## src/rtl/stopwatch_ctrl.sv

```systemverilog
// Stopwatch control: run/stop/lap/clear sequencing, 1/100 s tick prescaler,
// sticky overflow flag and frozen lap snapshot driving the display mux.
module stopwatch_ctrl #(
    parameter int TICK_DIV = 1000000,
    parameter int NDIG     = 6
) (
    input  logic              clk,
    input  logic              rst,
    input  logic              start_stop,
    input  logic              lap,
    input  logic              clear,
    input  logic [4*NDIG-1:0] cnt_q,
    input  logic              chain_ovf,
    output logic              cnt_enb,
    output logic              cnt_clr,
    output logic [4*NDIG-1:0] disp_q,
    output logic              running,
    output logic              lap_active,
    output logic              ovf_flag
);

    localparam int            PW  = $clog2(TICK_DIV);
    localparam logic [PW-1:0] TOP = PW'(TICK_DIV - 1);

    typedef enum logic [2:0] {
        IDLE,
        RUN,
        STOP,
        LAP_RUN,
        LAP_STOP
    } state_t;

    state_t            state;
    state_t            state_nxt;
    logic [PW-1:0]     presc;
    logic [PW-1:0]     presc_nxt;
    logic [4*NDIG-1:0] snap;
    logic              snap_cap;
    logic              run_cur;
    logic              run_nxt;
    logic              lap_nxt;

    always_ff @(posedge clk or negedge rst) begin
        if (!rst) begin
            state <= IDLE;
        end else begin
            state <= state_nxt;
        end
    end

    // Priority clear > start_stop > lap; a losing pulse is simply dropped.
    always_comb begin
        state_nxt = state;
        snap_cap  = 1'b0;
        if (clear) begin
            state_nxt = IDLE;
        end else if (start_stop) begin
            case (state)
                IDLE:     state_nxt = RUN;
                RUN:      state_nxt = STOP;
                STOP:     state_nxt = RUN;
                LAP_RUN:  state_nxt = LAP_STOP;
                LAP_STOP: state_nxt = LAP_RUN;
                default:  state_nxt = IDLE;
            endcase
        end else if (lap) begin
            case (state)
                RUN: begin
                    state_nxt = LAP_RUN;
                    snap_cap  = 1'b1;
                end
                STOP: begin
                    state_nxt = LAP_STOP;
                    snap_cap  = 1'b1;
                end
                LAP_RUN:  state_nxt = RUN;
                LAP_STOP: state_nxt = STOP;
                default:  state_nxt = state;
            endcase
        end

        run_cur = (state == RUN) || (state == LAP_RUN);
        run_nxt = (state_nxt == RUN) || (state_nxt == LAP_RUN);
        lap_nxt = (state_nxt == LAP_RUN) || (state_nxt == LAP_STOP);

        // Held while not running so a resume finishes the partial tick.
        presc_nxt = presc;
        if (clear) begin
            presc_nxt = '0;
        end else if (run_cur) begin
            presc_nxt = (presc == TOP) ? '0 : presc + 1'b1;
        end
    end

    always_ff @(posedge clk or negedge rst) begin
        if (!rst) begin
            presc      <= '0;
            snap       <= '0;
            cnt_enb    <= 1'b0;
            cnt_clr    <= 1'b0;
            running    <= 1'b0;
            lap_active <= 1'b0;
            ovf_flag   <= 1'b0;
        end else begin
            presc      <= presc_nxt;
            cnt_clr    <= clear;
            cnt_enb    <= run_nxt && (presc_nxt == TOP);
            running    <= run_nxt;
            lap_active <= lap_nxt;
            if (snap_cap) begin
                snap <= cnt_q;
            end
            if (clear) begin
                ovf_flag <= 1'b0;
            end else if (run_cur && chain_ovf) begin
                ovf_flag <= 1'b1;
            end
        end
    end

    assign disp_q = lap_active ? snap : cnt_q;

endmodule
```

## config.mk

```make
export PLATFORM = sky130hd
export DESIGN_NAME = stopwatch_ctrl
export DESIGN_NICKNAME = d
export VERILOG_FILES = /design/src/rtl/stopwatch_ctrl.sv
export SDC_FILE = /design/constraint.sdc
export NUM_CORES = 1
export LEC_CHECK = 0
export CAP_MARGIN = 20
export CORE_MARGIN = 2
export CORE_UTILIZATION = 59
export CTS_BUF_LIST = sky130_fd_sc_hd__clkbuf_2
export DETAILED_ROUTE_END_ITERATION = 16
export DONT_BUFFER_PORTS = 1
export PLACE_DENSITY = 0.89
export SLEW_MARGIN = 20
export SYNTH_ARGS = -nofsm -noshare
export SYNTH_HDL_FRONTEND = slang
export SYNTH_SLANG_ARGS = --single-unit
export TNS_END_PERCENT = 20
```

## constraint.sdc

```tcl
create_clock -name clk -period 2 [get_ports clk]
set_input_delay 0.6 -clock clk [delete_from_list [all_inputs] [get_ports clk]]
set_output_delay 0.6 -clock clk [all_outputs]
set_load 0.02 [all_outputs]
```

# Word-level counts from Yosys, hierarchy flattened
# Index checks and enable logic that the tools add are counted.
totals:
  register_bits: 52
  in_bits: 30
  rom_bits: 0
  mem_count: 0
  ramBits: 0
  word_cells: 42
  latchBits: 0
op_classes:
  n_bitwise: 0
  add_sub_neg: 1
  shifts: 0
  mul: 0
  n_eq_ne: 9
  n_div: 0
  order_cmp: 0
  mux: 15
  reduce_logical: 9
ops:
  columns: ["op", "count"]
  rows:
  - ["20-bit 2-to-1 mux", 3]
  - ["20-bit equality test (second input constant)", 2]
  - ["24-bit 2-to-1 mux", 1]
  - ["3-bit case mux with 4 select lines", 2]
  - ["20-bit by 1-bit adder with 20-bit output (second input constant)", 1]
  - ["3-bit by 2-bit equality test with 1-bit output (second input constant)", 3]
  - ["3-bit 2-to-1 mux", 3]
  - ["3-bit by 1-bit equality test with 1-bit output (second input constant)", 2]
  - ["3-bit equality test (second input constant)", 2]
  - ["1-bit 2-to-1 mux", 6]
  - ["2-bit OR reduction", 2]
  - ["3-bit zero test", 1]
  - ["1-bit logical OR", 3]
  - ["1-bit logical AND", 2]
  - ["2-bit nonzero test", 1]

# Depth between registers and ports, before layout
# Gate-level depths: netlist of run 1.
depth:
  depth_word: 8
  depth_mapped: 8

# Worst setup path after synthesis of run 1
# No wires, ideal clock.
synth_path:
  path_type: "reg-to-output"
  start: "register lap_active"
  end: "output disp_q[10]"
  stages_incl_launch_ff: 4
  arrival_ps: 1456
  slack_ps: -56
  cell_sequence: "dfrtp_1 -> clkbuf_1 -> clkbuf_1 -> mux2_2"
synth_between:
  elab_chain_cells: 1
synth_rtl:
  columns: ["item", "line_no", "text"]
  rows:
  - ["start: declaration", "18", "output logic lap_active,"]
  - ["start signal: assignment", "109", "lap_active <= lap_nxt;"]
  - ["24-bit 2-to-1 mux", "121", "assign disp_q = lap_active ? snap : cnt_q;"]
  - ["end: declaration", "16", "output logic [4*NDIG-1:0] disp_q,"]
# No other way between the ends.

# Worst setup path in the final report of run 1
layout_path:
  start: "register lap_active"
  end: "output disp_q[5]"
# Same word-level chain as after synthesis.

==> impl_metrics.sql, run 1 <==
INSERT INTO impl_metrics (metric_group, metric, value, unit) VALUES
('synth', 'post_synth_inst_count', '256', ''),
('worst_setup_path', 'worstPathCellList', 'buf_12, mux2_2', ''),
('clocking', 'cts_htree_levels', '2', ''),
('synth', 'post_synth_and_or_nand_nor_area_fraction', '19.02', '%'),
('pwr', 'swShare', '27.57', '%'),
('worst_setup_path', 'type_of_the_worst_setup_path', 'flop to output pin', ''),
('detailed_routing', 'drc', '0', ''),
('worst_setup_path', 'crit_path_end_kind', 'output pin', ''),
('placed_design', 'dp.final_hpwl', '4.001', 'mm'),
('timing', 'setup_violations', '25', ''),
('floorplanning', 'die-area', '5306', 'um^2'),
('pwr', 'total_switching_power', '0.0006314', 'W'),
('detailed_routing', 'antenna_violating_nets_post_route', '0', ''),
('global_route', 'grt_max_degree', '53', ''),
('floorplanning', 'die_height', '72.85', 'um'),
('floorplanning', 'start_util', '60.00', '%'),
('timing', 'final_worst_setup_slack', '-0.1247', 'ns'),
('timing', 'setup_repair_after_global_routing_missed_its_margin', 'yes', ''),
('detailed_routing', 'detail_route.first_pass.iterations', '4', ''),
('detailed_routing', 'iteration_0_drc_markers', '220', ''),
('global_route', 'gr-usage-all-layers', '21.89', '%'),
('detailed_routing', 'drt-vias-per-instance', '6.170', ''),
('synth', 'synthFlopType', 'dfrtp_1', ''),
('worst_setup_path', 'slowest_delay', '0.44', 'ns'),
('detailed_routing', 'detail_route.wirelength', '5.687', 'mm'),
('layout', 'final_cell_mix', '50 x dfrtp_1, 47 x mux2_2, 36 x nor2_1', ''),
('timing', 'worst_clock_skew', '0.03031', 'ns'),
('run_status', 'failed_checks', 'negative setup slack', ''),
('clocking', 'clock_tree.buffer_depth', '2', ''),
('timing', 'max_clk_rate', '470.7', 'MHz'),
('global_route', 'grt_antenna_before_repair', '0', ''),
('timing', 'worstMarginPinSlew', '0.4855', 'ns'),
('pwr', 'worst_ir_drop_vdd', '0.2902', 'mV'),
('timing', 'report.final.slew_viol_count', '0', ''),
('clocking', 'cts.repair_timing.setup_buffer_count', '0', ''),
('worst_setup_path', 'crit_path_start_kind', 'flop', ''),
('timing', 'fin_crit_sh', '106.2', '%'),
('clocking', 'tritoncts', 'built', ''),
('clocking', 'clk_latency', '0.46', 'ns'),
('layout', 'area_grow_syn2layout', '11.90', '%'),
('layout', 'layoutNonFillerInstCount', '329', ''),
('floorplanning', 'rows', '25', ''),
('pwr', 'internal_power', '0.001659', 'W'),
('worst_setup_path', 'crit_slowest_cell', 'dfrtp_1', ''),
('worst_setup_path', 'cp_max_fo', '25', ''),
('layout', 'layout-drive-gt1-share', '33.82', '%'),
('placed_design', 'port_buffers', '0', ''),
('synth', 'synth_top_family_by_area', 'multiplexers', ''),
('worst_setup_path', 'required_worst_endpoint', '1.40', 'ns'),
('global_route', 'grt_first_pass_wirelength', '8.949', 'mm'),
('synth', 'fraction_of_the_mapped_netlist_area_in_compound_gates', '4.966', '%'),
('synth', 'syn-num-nets', '287', ''),
('clocking', 'cts.sink_count', '52', ''),
('layout', 'ff_latch_area', '1304', 'um^2'),
('synth', 'yosys_register_bits', '52', ''),
('synth', 'yosys.area_share.adder', '0.4474', '%'),
('layout', 'fillerInstances', '325', ''),
('layout', 'multiInputGateArea', '1443', 'um^2'),
('synth', 'post_synth_instance_area', '2796', 'um^2'),
('placed_design', 'post-place-cells', '319', ''),
('pwr', 'power_per_cell_area', '731.9', 'nW/um^2'),
('timing', 'finalWorstPathRequiredPeriod', '2.125', 'ns'),
('floorplanning', 'design.portCount', '59', ''),
('pwr', 'power.leakage', '1.324', 'nW'),
('worst_setup_path', 'critical_path_arrival', '1.52', 'ns'),
('synth', 'synthXorXnorAreaFrac', '6.577', '%'),
('run_status', 'status', 'finished, violations left', ''),
('synth', 'ys_warn_count', '0', ''),
('pwr', 'share_seq_of_total_power', '57.4', '%'),
('timing', 'hold_viol', '0', ''),
('floorplanning', 'core_region_area', '4661', 'um^2');
power by group through the flow:
| stage | clock network [W] | logic [W] | registers, W |
|---|---|---|---|
| after floorplan | 0 | 0.000332 | 0.00131 |
| after global placement | 0 | 0.000366 | 0.00132 |
| after detailed placement | 0 | 0.000382 | 0.00133 |
| after CTS | 0.000572 | 0.000415 | 0.00131 |
| after global routing | 0.000620 | 0.000441 | 0.00134 |
| final | 0.000568 | 0.000408 | 0.00131 |
routing by layer:
layer	global-route usage [%]	up-vias	routed length (um)	share of wire, %
li1	-	947	-	-
met1	28.71	978	2374	42
met2	34.95	88	2807	49
met3	5.249	17	353	6.2
met4	9.053	0	152	2.7
met5	0	-	0	0
state kept, by name, indices dropped and copies added, names as in the netlist:
name and flops:
snap 24, presc 20, state 3, cnt_clr 1, cnt_enb 1, lap_active 1, ovf_flag 1, running 1
synthesized netlist by cell type (2+ instances only):
master / number / area share (%)
mux2_2: 48 / 19
clkbuf_1: 7 / 0.94
buf_4: 2 / 0.54
buf_2: 5 / 0.89
a21oi_1: 11 / 2.0
inv_1: 3 / 0.40
xnor2_1: 10 / 3.1
or3_1: 2 / 0.45
nand4_1: 5 / 1.1
xor2_1: 11 / 3.4
nor2b_1: 3 / 0.67
nand4b_1: 3 / 0.94
a211oi_1: 2 / 0.54
nand2b_1: 2 / 0.45
nor3_1: 5 / 0.89
nor4_1: 3 / 0.67
nand3_1: 11 / 2.0
nand2_1: 11 / 1.5
nor2_1: 36 / 4.8
dfrtp_1: 52 / 47
nor3_2: 2 / 0.72
o21ai_0: 2 / 0.36
kinds of logic (layout without fill, tap and decap cells):
logic type	Yosys count	count (layout)
fa+ha+maj	1	1
buf+inv	17	36
mux	49	49
xor+xnor	21	21
simple gates	94	94
compound gates	22	22
flops	52	52
final cells by class:
type                    count  area share [%]
clock inverters             2           1.240
inverters                   3          0.3599
clock buffers               6          0.9596
multi-input cells         187           46.10
flip-flops and latches     52           41.66
well taps                  54           2.159
repair buffers             25           7.517
worst paths after layout:
check,from,to,slack (ns),cells after the start
hold reg to reg,snap[22]$_DFFE_PN0P_,snap[22]$_DFFE_PN0P_,0.54,1
setup reg to reg,presc[0]$_DFF_PN0_,cnt_enb$_DFF_PN0_,-0.05,7
max in group asynchronous,rst,snap[15]$_DFFE_PN0P_,1.15,2
min in group asynchronous,rst,ovf_flag$_DFFE_PN0P_,0.60,2
setup / recovery,lap_active$_DFF_PN0_,disp_q[5],-0.12,2
hold / removal,clear,presc[2]$_DFF_PN0_,0.14,1
critical path, delay by kind of cell (launching register included):
| kind | cells | cell delay (ns) |
|---|---|---|
| mux | 1 | 0.42 |
| flops | 1 | 0.44 |
| buf+inv | 1 | 0.20 |
repair_timing:
action | 4_1_cts | 5_1_grt
setup endpoints to repair | 25 | 25
resized for setup | 4 | 3
endpoints found under the hold margin | 52 | 0
hold buffers | 2 | 0
pin swaps | 1 | 0
per-stage QoR:
step | setup slack (ns) | hold WS [ns] | utilization (%) | power (W)
after floorplan | -0.05643 | 0.3044 | - | 0.001637
after global placement | 0.09493 | 0.3060 | 64.27 | 0.001683
after detailed placement | 0.009072 | 0.3056 | 64.27 | 0.001717
after CTS | -0.1114 | 0.1521 | 66.95 | 0.002301
after global routing | -0.1729 | 0.1018 | 67.14 | 0.002397
final | -0.1247 | 0.1445 | 67.14 | 0.002290
No activity file was read; power rests on OpenSTA's default activity.
==> run 2, diff against run 1 <==
- GPL_ROUTABILITY_DRIVEN: not set -> 0
- PLACE_DENSITY: 0.89 -> not set
- PLACE_DENSITY_LB_ADDON: not set -> 0.2
==> run 2 against run 1 <==
The flow still finishes with violations (negative setup slack). Via count increased by 1.2%. Die area unchanged. Flip-flop and latch count stayed put. Clock-buffer cell count did not move. Fmax decreased by 0.68%. Critical path depth did not move. Cell area increased by 4.0%. Clock skew fell by 0.0025 ns. Global-route usage is 0.54 points higher. Setup slack worse by 0.015 ns. Total power fell by 2.3%.
==> impl_metrics.sql, run 2 (synthesized netlist as in run 1, its figures left out) <==
INSERT INTO impl_metrics (metric_group, metric, value, unit) VALUES
('timing', 'max_clk_rate', '467.5', 'MHz'),
('detailed_routing', 'drt-wirelength-per-cell', '18.39', 'um'),
('worst_hold_path', 'hold_end', 'cnt_clr$_DFF_PN0_', ''),
('floorplanning', 'die_height', '72.85', 'um'),
('layout', 'fillerInstances', '340', ''),
('run_status', 'status', 'finished, violations left', ''),
('layout', 'area_grow_syn2layout', '16.33', '%'),
('worst_setup_path', 'type_of_the_worst_setup_path', 'flop to output pin', ''),
('detailed_routing', 'detail_route.wirelength', '6.143', 'mm'),
('worst_setup_path', 'worst_reg2reg_path_depth', '6', ''),
('worst_setup_path', 'cp_max_fo', '6', ''),
('detailed_routing', 'drc', '0', ''),
('global_route', 'via_count_of_the_first_global_routing_pass', '1932', ''),
('placed_design', 'dp.final_hpwl', '4.058', 'mm'),
('layout', 'final_cell_mix', '48 x dfrtp_1, 35 x nor2_1, 24 x mux2_4, 24 x mux2_2, 23 x buf_4', ''),
('worst_hold_path', 'worst_hold_path.num_cells', '0', ''),
('worst_setup_path', 'required_worst_endpoint', '1.40', 'ns'),
('timing', 'fin_crit_sh', '107.0', '%'),
('layout', 'flip_flop_count_of_the_largest_register_after_layout', '24', ''),
('layout', 'layout-drive-gt1-share', '35.71', '%'),
('worst_setup_path', 'crit_path_end_kind', 'output pin', ''),
('placed_design', 'post-place-cells', '322', ''),
('floorplanning', 'start_util', '60.00', '%'),
('clocking', 'cts.repair_timing.setup_buffer_count', '0', ''),
('floorplanning', 'die_x', '72.85', 'um'),
('detailed_routing', 'vias', '2055', ''),
('worst_setup_path', 'r2r_setup_slack', '0.08', 'ns'),
('layout', 'nets', '310', ''),
('detailed_routing', 'antenna_violating_nets_post_route', '0', ''),
('floorplanning', 'rows', '25', ''),
('timing', 'finalWorstPathRequiredPeriod', '2.139', 'ns'),
('detailed_routing', 'detail_route.first_pass.iterations', '4', ''),
('pwr', 'worst_ir_drop_vdd', '0.3827', 'mV'),
('worst_setup_path', 'critical_path_arrival', '1.54', 'ns'),
('run_status', 'failed_checks', 'negative setup slack', ''),
('layout', 'biggest_regs', 'snap (24), presc (20), state (3)', ''),
('worst_setup_path', 'crit_path_start_kind', 'flop', ''),
('clocking', 'cts_root_buf', 'clkbuf_2', ''),
('global_route', 'grt_max_degree', '53', ''),
('timing', 'setup_violations', '24', ''),
('clocking', 'cts_inserted_buffers', '5', ''),
('global_route', 'overflow', '0', ''),
('clocking', 'cts.sink_count', '52', ''),
('timing', 'timing.hold.ws', '0.1284', 'ns'),
('clocking', 'cts_htree_levels', '2', ''),
('layout', 'multiInputGateArea', '1524', 'um^2'),
('floorplanning', 'design.portCount', '59', ''),
('timing', 'maxSlewHeadroom', '73.08', '%'),
('worst_setup_path', 'r2r-start', 'state[2]$_DFF_PN0_', ''),
('timing', 'total_negative_slack', '-3.093', 'ns'),
('timing', 'worstMarginPinSlew', '0.4007', 'ns'),
('floorplanning', 'core_region_area', '4661', 'um^2'),
('pwr', 'power_per_cell_area', '687.9', 'nW/um^2'),
('layout', 'postLayoutCoreUtil', '69.80', '%'),
('timing', 'setup_repair_after_global_routing_missed_its_margin', 'yes', ''),
('layout', 'leading_cell_type_in_the_layout_fill_and_taps_excluded', 'dfrtp_1', ''),
('worst_setup_path', 'worst_r2r_endpoint', 'cnt_enb$_DFF_PN0_', ''),
('global_route', 'grt_first_pass_wirelength', '9.039', 'mm'),
('worst_hold_path', 'min_path_type', 'input port to flop', ''),
('run', 'timing.max_cap.violations', '0', ''),
('pwr', 'power.leakage', '1.417', 'nW'),
('clocking', 'tritoncts', 'built', ''),
('global_route', 'gr-usage-all-layers', '22.43', '%'),
('timing', 'report.final.slew_viol_count', '0', ''),
('floorplanning', 'die-area', '5306', 'um^2'),
('timing', 'final_worst_setup_slack', '-0.1392', 'ns'),
('clocking', 'clk_latency', '0.47', 'ns'),
('worst_hold_path', 'hold_path_startpoint', 'clear', ''),
('global_route', 'grt_antenna_before_repair', '0', ''),
('layout', 'n_antenna_cell', '0', ''),
('placed_design', 'port_buffers', '0', ''),
('layout', 'layoutNonFillerInstCount', '334', ''),
('timing', 'worst_clock_skew', '0.02778', 'ns'),
('detailed_routing', 'iteration_0_drc_markers', '118', ''),
('timing', 'hold_viol', '0', ''),
('clocking', 'clock_tree.buffer_depth', '2', ''),
('layout', 'ff_latch_area', '1306', 'um^2'),
('clocking', 'clkSlewWorstSetupHoldPaths', '0.28', 'ns'),
('detailed_routing', 'drt-vias-per-instance', '6.153', ''),
('layout', 'regMostFlops', 'snap', '');
run 2: cell count changes in the layout (fill, tap and decap cells not counted), sizes merged:
cell      before  now
inv            4    3
clkinv         0    1
clkinvlp       0    1
clkbuf         6    7
bufinv         1    0
buf           24   28
run 2: repair_timing:
| action | in CTS | in global routing |
|---|---|---|
| pin swaps | 0 | 1 |
| endpoints found under the setup margin | 24 | 25 |
| hold buffers | 2 | 0 |
| gates cloned | 1 | 1 |
| hold endpoints to repair | 52 | 0 |
| gates resized for setup | 14 | 24 |
run 2: layer usage:
| layer | up-vias | global-route usage, % | wire [um] |
|---|---|---|---|
| met4 | 0 | 9.259 | 141 |
| met1 | 1013 | 30.35 | 2583 |
| met3 | 16 | 4.420 | 317 |
| met2 | 61 | 35.45 | 3100 |
| li1 | 965 | - | - |
| met5 | - | 0 | 0 |
run 2: worst max-delay path by stage:
stage                              endpoint  cells after the start                  from
after global placement    cnt_enb$_DFF_PN0_                      7    presc[4]$_DFF_PN0_
after floorplan                  disp_q[10]                      3  lap_active$_DFF_PN0_
after global routing             disp_q[10]                      2  lap_active$_DFF_PN0_
final                             disp_q[0]                      2  lap_active$_DFF_PN0_
after CTS                        disp_q[12]                      2  lap_active$_DFF_PN0_
after detailed placement  cnt_enb$_DFF_PN0_                      7    state[0]$_DFF_PN0_
run 2: per-stage QoR:
| stage | cell area [um^2] | power (W) | setup WS, ns |
|---|---|---|---|
| floorplan | 2796 | 0.001637 | -0.05643 |
| global placement | 3005 | 0.001685 | 0.1038 |
| detailed placement | 3005 | 0.001709 | 0.06328 |
| CTS | 3144 | 0.002191 | -0.1353 |
| global route | 3253 | 0.002333 | -0.1881 |
| finish | 3253 | 0.002238 | -0.1392 |
run 2: layout make-up:
class	count	area share (%)
multi-input cells	187	46.85
flip-flops and latches	52	40.15
repair buffers	30	9.154
well taps	54	2.077
clock buffers	6	0.9231
clock inverters	2	0.5000
inverters	3	0.3462
run 2: power by group:
part / total [W] / switching, W / internal, W
registers: 0.00133 / 0.000105 / 0.00123
logic: 0.000459 / 0.000206 / 0.000252
clock network: 0.000449 / 0.000356 / 0.0000933
total: 0.00224 / 0.000667 / 0.00157
run 2: worst max-delay path, cell delays in order, from the launching register on:
cell       delay (ns)
dfrtp_2          0.54
clkbuf_16        0.19
mux2_4           0.34
